**config.mk**
```make
export PLATFORM = sky130hd
export DESIGN_NAME = wb_burst_master
export DESIGN_NICKNAME = d
export VERILOG_FILES = /design/src/rtl/wb_burst_master.sv
export SDC_FILE = /design/constraint.sdc
export NUM_CORES = 1
export LEC_CHECK = 0
export BUFFER_PORTS_ARGS = -buffer_cell sky130_fd_sc_hd__buf_4
export CAP_MARGIN = 25
export CORE_UTILIZATION = 48
export DETAILED_ROUTE_END_ITERATION = 6
export PLACE_DENSITY = 0.86
export SLEW_MARGIN = 20
export SYNTH_ARGS = -nofsm -noshare
export SYNTH_HDL_FRONTEND = slang
export SYNTH_SLANG_ARGS = --single-unit
```
**constraint.sdc**
```tcl
create_clock -name wb_clk_i -period 3.5 [get_ports wb_clk_i]
set_clock_uncertainty 0.05 [all_clocks]
set_input_delay 0.35 -clock wb_clk_i [delete_from_list [all_inputs] [get_ports wb_clk_i]]
set_output_delay 0.35 -clock wb_clk_i [all_outputs]
set_load 0.01 [all_outputs]
```
**src/rtl/wb_burst_master.sv**
```systemverilog
// wb_burst_master: Wishbone classic-cycle initiator that moves a block of consecutive words
// between local valid/ready streams and a Wishbone responder. Each word is one single-beat
// transfer; wb_cyc_o is held high for the whole burst. A beat that sees no ack for TIMEOUT_CYC
// stb-high cycles aborts the burst.
//
// Ports:
//   wb_clk_i, rst                         clock, asynchronous active-high reset
//   cmd_valid/cmd_ready, cmd_we,
//   cmd_addr, cmd_len                     command: direction, start word address, words-1
//   wdata_valid/wdata_ready, wdata        write-data stream into the master
//   rdata_valid/rdata_ready, rdata        read-data stream out of the master
//   wb_cyc_o, wb_stb_o, wb_we_o,
//   wb_adr_o, wb_dat_o, wb_sel_o          Wishbone initiator outputs
//   wb_dat_i, wb_ack_i                    Wishbone responder data and acknowledge
//   busy, done, err                       status: not idle, completion pulse, abort pulse
module wb_burst_master #(
  parameter int unsigned ADDR_WD     = 8,
  parameter int unsigned DATA_WD     = 32,
  parameter int unsigned TIMEOUT_CYC = 15
) (
  input  logic                 wb_clk_i,
  input  logic                 rst,
  input  logic                 cmd_valid,
  output logic                 cmd_ready,
  input  logic                 cmd_we,
  input  logic [ADDR_WD-1:0]   cmd_addr,
  input  logic [ADDR_WD-1:0]   cmd_len,
  input  logic                 wdata_valid,
  output logic                 wdata_ready,
  input  logic [DATA_WD-1:0]   wdata,
  output logic                 rdata_valid,
  input  logic                 rdata_ready,
  output logic [DATA_WD-1:0]   rdata,
  output logic                 wb_cyc_o,
  output logic                 wb_stb_o,
  output logic                 wb_we_o,
  output logic [ADDR_WD-1:0]   wb_adr_o,
  output logic [DATA_WD-1:0]   wb_dat_o,
  output logic [DATA_WD/8-1:0] wb_sel_o,
  input  logic [DATA_WD-1:0]   wb_dat_i,
  input  logic                 wb_ack_i,
  output logic                 busy,
  output logic                 done,
  output logic                 err
);

  localparam int unsigned SelWd = DATA_WD / 8;
  localparam logic [7:0] TmoMax = 8'(TIMEOUT_CYC);
  localparam logic [ADDR_WD-1:0] AdrOne = {{(ADDR_WD-1){1'b0}}, 1'b1};

  typedef enum logic [1:0] {StIdle, StWdat, StReq, StRdout} state_e;

  state_e             r_state;
  logic               r_we;
  logic [ADDR_WD-1:0] r_adr;
  logic [ADDR_WD-1:0] r_rem;
  logic [DATA_WD-1:0] r_dat_o;
  logic [DATA_WD-1:0] r_rdata;
  logic [7:0]         r_tmo;
  logic               r_done;
  logic               r_err;
  logic               w_advance;

  // Beat accepted on this edge: write acked, or read word taken by the consumer.
  assign w_advance = ((r_state == StReq) && wb_ack_i && r_we) ||
                     ((r_state == StRdout) && rdata_ready);

  always_ff @(posedge wb_clk_i or posedge rst) begin
    if (rst) begin
      r_state <= StIdle;
      r_we    <= 1'b0;
      r_adr   <= '0;
      r_rem   <= '0;
      r_dat_o <= '0;
      r_rdata <= '0;
      r_tmo   <= 8'd1;
      r_done  <= 1'b0;
      r_err   <= 1'b0;
    end else begin
      r_done <= 1'b0;
      r_err  <= 1'b0;
      // Outside REQ the timeout count is parked at 1, so each beat starts counting from 1.
      if (r_state != StReq) r_tmo <= 8'd1;

      unique case (r_state)
        StIdle: begin
          if (cmd_valid) begin
            r_adr   <= cmd_addr;
            r_rem   <= cmd_len;
            r_we    <= cmd_we;
            r_state <= cmd_we ? StWdat : StReq;
          end
        end
        StWdat: begin
          if (wdata_valid) begin
            r_dat_o <= wdata;
            r_state <= StReq;
          end
        end
        StReq: begin
          if (wb_ack_i) begin
            if (!r_we) begin
              r_rdata <= wb_dat_i;
              r_state <= StRdout;
            end
          end else if (r_tmo == TmoMax) begin
            // Abort: remaining words are dropped and no more wdata is taken.
            r_err   <= 1'b1;
            r_state <= StIdle;
          end else begin
            r_tmo <= r_tmo + 8'd1;
          end
        end
        StRdout: ;
        default: r_state <= StIdle;
      endcase

      if (w_advance) begin
        if (r_rem == '0) begin
          r_done  <= 1'b1;
          r_state <= StIdle;
        end else begin
          r_adr   <= r_adr + AdrOne;
          r_rem   <= r_rem - AdrOne;
          r_state <= r_we ? StWdat : StReq;
        end
      end
    end
  end

  // Leaving REQ always passes through WDAT, RDOUT or IDLE, so stb drops after every ack.
  assign cmd_ready   = (r_state == StIdle);
  assign busy        = (r_state != StIdle);
  assign wb_cyc_o    = (r_state != StIdle);
  assign wb_stb_o    = (r_state == StReq);
  assign wdata_ready = (r_state == StWdat);
  assign rdata_valid = (r_state == StRdout);
  assign wb_sel_o    = {SelWd{wb_stb_o}};
  assign wb_we_o     = r_we;
  assign wb_adr_o    = r_adr;
  assign wb_dat_o    = r_dat_o;
  assign rdata       = r_rdata;
  assign done        = r_done;
  assign err         = r_err;

endmodule

```
; Word level (Yosys, flattened, before mapping)
; Index checks and enable logic that the tools add are counted.
[totals]
word_cells = 61
regBits = 93
output_inout_bits = 85
inputBits = 87
[op_classes]
reduce_logical = 12
bitwise_logic = 1
eq_ne = 9
mux = 27
add_sub_neg = 3
[op_table]
columns = cell, n
row1 = $mux 8, 12
row2 = $mux 2, 9
row3 = $add 8x1->8 const B, 2
row4 = $eq 8x4->1 const B, 1
row5 = $logic_not 8->1, 1
row6 = $sub 8x1->8 const B, 1
row7 = $ne 3x2->1 const B, 2
row8 = $pmux 2 s3, 1
row9 = $mux 1, 5
row10 = $reduce_and 5->1, 1
row11 = $eq 2x2->1 const B, 2
row12 = $ne 4x1->1 const B, 1
row13 = $ne 4x3->1 const B, 1
row14 = $reduce_and 2->1, 2
row15 = $reduce_bool 4->1, 1
row16 = $logic_and 1x1->1, 3
row17 = $reduce_and 3->1, 1
row18 = $eq 2x1->1 const B, 1
row19 = $logic_not 2->1, 1
row20 = $ne 2x2->1 const B, 1
row21 = $reduce_bool 2->1, 1
row22 = $logic_or 1x1->1, 1
row23 = $not 1->1, 1

; Depth between registers and ports, before layout
[logic_depth]
ltp_word = 6
ltp_mapped = 8
ltp_nobuf = 6

; Worst setup path before layout
; No wires, ideal clock.
[synth_timing]
path_kind = register to register
startpoint = register r_rem[0]
endpoint = register r_rem[7]
path_slack_ps = 1186
required_time_ps = 3324
arrival_ps = 2138
period_less_slack_ps = 2314
path_buffers = 1
path_stages_with_launch = 8
setup_time_ps = 126
cell_sequence = dfrtp_1 inv_1 ha_1 or4b_4 o41a_1 buf_6 mux2_4 a221o_1
[synth_between]
elab_chain_cells = 3
elab_cells_between_ends = 4
cone_classes = 1 x add/sub / 2 x mux / 1 x reduce/logical
[synth_lines]
columns = element, line
row1 = start: declaration, 56  ; logic [ADDR_WD-1:0] r_rem;
row2 = start signal: assignment, 89  ; r_rem <= cmd_len;
row3 = start signal: assignment, 124  ; r_rem <= r_rem - AdrOne;
row4 = $sub 8x1->8 / $logic_not 8->1 (equally long branches), "124, 119"
row5 = $mux 8 (*), 119  ; if (r_rem == '0) begin
row6 = $mux 8 (*), 118  ; if (w_advance) begin
; Every way passes the cells marked *; elsewhere a longest branch is shown, timed or not.
; A chain may end at the register's enable or synchronous reset.

; Worst setup path after layout
[layout_timing]
startpoint = register r_state[0]
endpoint = register r_rem[7]
[layout_between]
elab_chain_cells = 5
elab_cells_between_ends = 10
cone_classes = 2 x eq/ne / 3 x mux / 5 x reduce/logical
[layout_lines]
columns = element, line
row1 = start: declaration, 53  ; state_e r_state;
row2 = start signal: assignment, 70  ; r_state <= StIdle;
row3 = start signal: assignment, 91  ; r_state <= cmd_we ? StWdat : StReq;
row4 = start signal: assignment, 97  ; r_state <= StReq;
row5 = $eq 2x2->1, 65  ; assign w_advance = ((r_state == StReq) && wb_ack_i && r_we) ||
row6 = $logic_and 1x1->1 (2 in a row), 65
row7 = $logic_or 1x1->1, 65
row8 = $mux 8 (*), 118
; Marks and branches as above.

==> results_tabular.tex <==
\begin{tabular}{lr}
\hline
Metric & Value \\
\hline
\multicolumn{2}{l}{\textbf{Pwr}} \\
Switching Share & 0.3522 \\
Standby leakage power & 2.733 nW \\
Flop pwr share & 0.389 \\
Internal cell power & 3.255 mW \\
Pwr dens & 877.5 nW/um\^{}2 \\
Net switching power figure & 1.770 mW \\
Share of power burned in combinational logic & 0.468 \\
Maximum vdd ir drop & 492.1 uV \\
Part of the power in the clock network & 0.143 \\
\multicolumn{2}{l}{\textbf{Clock network}} \\
Sinks on the clock net & 93 \\
Post-cts resize count & 0 \\
\# H-tree levels & 3 \\
Clk pin slew, worst setup/hold paths & 0.09 ns \\
Cts bufs inserted & 9 \\
Number of hold-repair buffers added at the cts stage & 0 \\
Post CTS Setup Buffer Count & 0 \\
Clock insertion delay at the later pin of the skew report & 0.34 ns \\
Clock buffer depth & 2 \\
CTS tree & built \\
Root buf cell & clkbuf\_8 \\
\multicolumn{2}{l}{\textbf{Routing}} \\
Vias per cell & 5.323 \\
Detailed-route via count & 3210 \\
DRT iter0 DRCs & 123 \\
Detailed-router iteration count before antenna repair & 4 \\
Number of remaining DRC errors & 0 \\
Routed len/inst & 16.15 um \\
Final WL & 9739 um \\
Antenna Nets Post-Route & 0 \\
\multicolumn{2}{l}{\textbf{Global route}} \\
Global-route total usage across every layer & 0.2144 \\
Vias in the first global route & 3125 \\
Remaining global-route overflow & 0 \\
Initial antenna violation count & 0 \\
Largest net degree at the start of global routing & 51 \\
Wire length of the first global-routing pass & 14790 um \\
\multicolumn{2}{l}{\textbf{Synthesis}} \\
Post-synthesis instance area & 4163 um\^{}2 \\
Count of distinct cell types in the synthesized netlist & 51 \\
Sequential area share after synthesis & 0.5594 \\
Post-synthesis register bit count & 93 \\
Number of enable-type register cells in the synthesized netlist & 0 \\
Mean Syn Cell Area & 12.85 um\^{}2 \\
Count of warnings emitted by yosys & 0 \\
Share of async-settable or async-resettable flops after synthesis & 1.000 \\
Cells after synthesis & 324 \\
Post-synth top flop & dfrtp\_1 \\
Total nets after synthesis & 418 \\
\multicolumn{2}{l}{\textbf{Floorplanning}} \\
Die H & 95.13 um \\
Cell row count & 33 \\
Die Area & 9049 um\^{}2 \\
Die width & 95.13 um \\
Core area & 8299 um\^{}2 \\
Starting Density & 0.5016 \\
Number of top-level pins & 172 \\
\multicolumn{2}{l}{\textbf{Worst setup path}} \\
CP max-delay cell & ha\_1 \\
Slowest Stage Delay on Critical Path & 0.48 ns \\
Critical path data arrival time & 2.86 ns \\
Internal reg-to-reg setup slack & 0.82 ns \\
Startpoint Class & register \\
Kind of end point of the critical path & register \\
Type of the setup path with the least slack & register to register \\
Crit path required time & 3.68 ns \\
Critical Path Fanout Max & 19 \\
Series of cell instances along the critical path & inv\_1, ha\_1, a32o\_1, o41a\_1, buf\_4, mux2\_4, a221o\_1 \\
\multicolumn{2}{l}{\textbf{STA}} \\
Setup repair after global routing missed its margin & false \\
Share of the cycle needed by the critical path after routing & 0.7662 \\
Setup violators final & 0 \\
Worst Slack Setup Final & 0.8181 ns \\
Worst slew margin relative to its limit & 0.4427 \\
Post-layout minimum cycle time & 2.682 ns \\
Final sum of negative setup slack & 0 ns \\
Final Hold Fails & 0 \\
Total count of max-transition violations in the final report & 0 \\
Worst Max-Slew Pin Slew & 0.8350 ns \\
Peak Freq & 372.9 MHz \\
\multicolumn{2}{l}{\textbf{Layout}} \\
Non-filler instance count after layout & 603 \\
Fraction of layout cells with a size suffix above 1 & 0.5442 \\
Final-stage net count & 587 \\
Fill cell total of the finished layout & 617 \\
Synthesis-to-finish area growth & 37.54\% \\
Total inserted antenna cells & 0 \\
\multicolumn{2}{l}{\textbf{Status}} \\
Result of the run & finished, final reports clean \\
\multicolumn{2}{l}{\textbf{Placed design}} \\
Worst slack at placement & 0.8512 ns \\
Detail Placement HPWL & 7293 um \\
Weighted congestion reported at the end of routability-driven placement & 0.8472 \\
Count of buffers inserted at the top-level ports & 171 \\
Number of cells in the design after placement & 587 \\
\multicolumn{2}{l}{\textbf{Run}} \\
Number of maximum-capacitance constraint violations & 0 \\
\multicolumn{2}{l}{\textbf{Hold path}} \\
HP Class & primary input to asynchronous set/reset pin \\
\hline
\end{tabular}
==> registers in the layout (all words and copies together) (netlist names) <==
signal	count
r_rem	8
rdata	32
done	1
wb_dat_o	32
wb_adr_o	8
err	1
r_state	2
wb_we_o	1
r_tmo	8
==> power groups by stage <==
stage               Combinational [mW]  Sequential [mW]  Clock, mW
floorplan                         1.16             2.10          0
global placement                  2.29             1.93          0
detailed placement                2.38             1.97          0
CTS                               2.38             1.95      0.740
global route                      2.56             2.01      0.784
finish                            2.35             1.95      0.719
==> metal layers <==
layer,global-route usage,vias to the layer above,part of all wire
li1,-,1508,-
met1,0.2701,1546,0.42
met2,0.3685,143,0.50
met3,0.03748,13,0.069
met4,0.07955,0,0.013
met5,0,-,0
==> cells by family after synthesis <==
logic type      Yosys count  synth area share
flops                    93            0.5594
simple gates             73           0.08807
compound gates           43           0.08657
mux                      76            0.2056
buf+inv                  29           0.03306
xor+xnor                  3          0.006313
fa+ha+maj                 7           0.02104
==> final cells by class <==
type / count / area [um^2] / share of cell area
flip-flops and latches: 93 / 2328 / 0.4067
multi-input cells: 202 / 1697 / 0.2963
repair buffers: 177 / 1329 / 0.2321
clock buffers: 11 / 141.4 / 0.02469
well taps: 105 / 131.4 / 0.02295
clock inverters: 5 / 60.06 / 0.01049
inverters: 10 / 38.79 / 0.006774
==> cell usage after synthesis (all sizes together), types with 2 or more instances <==
cell type / instances / share of area
mux2i: 6 / 0.014
a221o: 4 / 0.0096
nor2: 11 / 0.0099
nor3b: 2 / 0.0036
dfrtp: 92 / 0.55
and3: 5 / 0.0075
a211oi: 3 / 0.0054
nand3: 10 / 0.012
clkbuf: 7 / 0.0063
a31oi: 2 / 0.0030
or3: 4 / 0.0060
o221a: 6 / 0.016
a21oi: 7 / 0.0084
ha: 7 / 0.021
nand2: 22 / 0.020
inv: 10 / 0.0090
xnor2: 3 / 0.0063
nor4: 3 / 0.0045
o21ai: 5 / 0.0060
mux2: 70 / 0.19
buf: 12 / 0.018
nor3: 9 / 0.011
==> path summary, 6_finish.rpt <==
| kind | start | endpoint | depth (start not counted) |
|---|---|---|---|
| max in group asynchronous | rst | r_tmo[0] | 3 |
| max reg2reg | r_state[0] | r_rem[7] | 7 |
| max | r_state[0] | r_rem[7] | 7 |
| min | rst | rdata[9] | 2 |
| min reg2reg | wb_dat_o[16] | wb_dat_o[16] | 1 |
| min in group wb_clk_i | cmd_we | wb_we_o | 3 |
==> per-stage QoR <==
stage               total power, mW    util  hold slack (ns)  instance area, um^2
floorplan                     3.255       -           0.4054                 4163
global placement              4.223  0.6656           0.4369                 5524
detailed placement            4.344  0.6656           0.4448                 5524
CTS                           5.063  0.6899          0.09871                 5725
global route                  5.360  0.6899           0.1374                 5725
finish                        5.024  0.6899          0.08699                 5725
==> cells in the final DEF, fill, tap and decap left out, drive strengths merged, types with 2 or more instances in the layout <==
cell type,netlist,layout
nand2,22,22
ha,7,7
nor3b,2,2
a211oi,3,3
a21oi,7,7
nor4,3,3
and3,5,5
nor2,11,11
clkinv,0,4
clkbuf,7,11
nor3,9,9
mux2i,6,6
a221o,4,4
o221a,6,6
inv,10,9
dfrtp,92,92
mux2,70,70
xnor2,3,3
nand3,10,10
o21ai,5,5
buf,12,177
a31oi,2,2
or3,4,4
==> critical path: cells and delay by family (launching register included) <==
family / cells / cell delay [ns]
buffers and inverters: 2 / 0.35
adders and majority gates: 1 / 0.48
muxes: 1 / 0.33
DFF: 1 / 0.42
AOI/OAI and AO/OA: 3 / 0.93
Note: power is estimated with default switching activity, not from simulation.
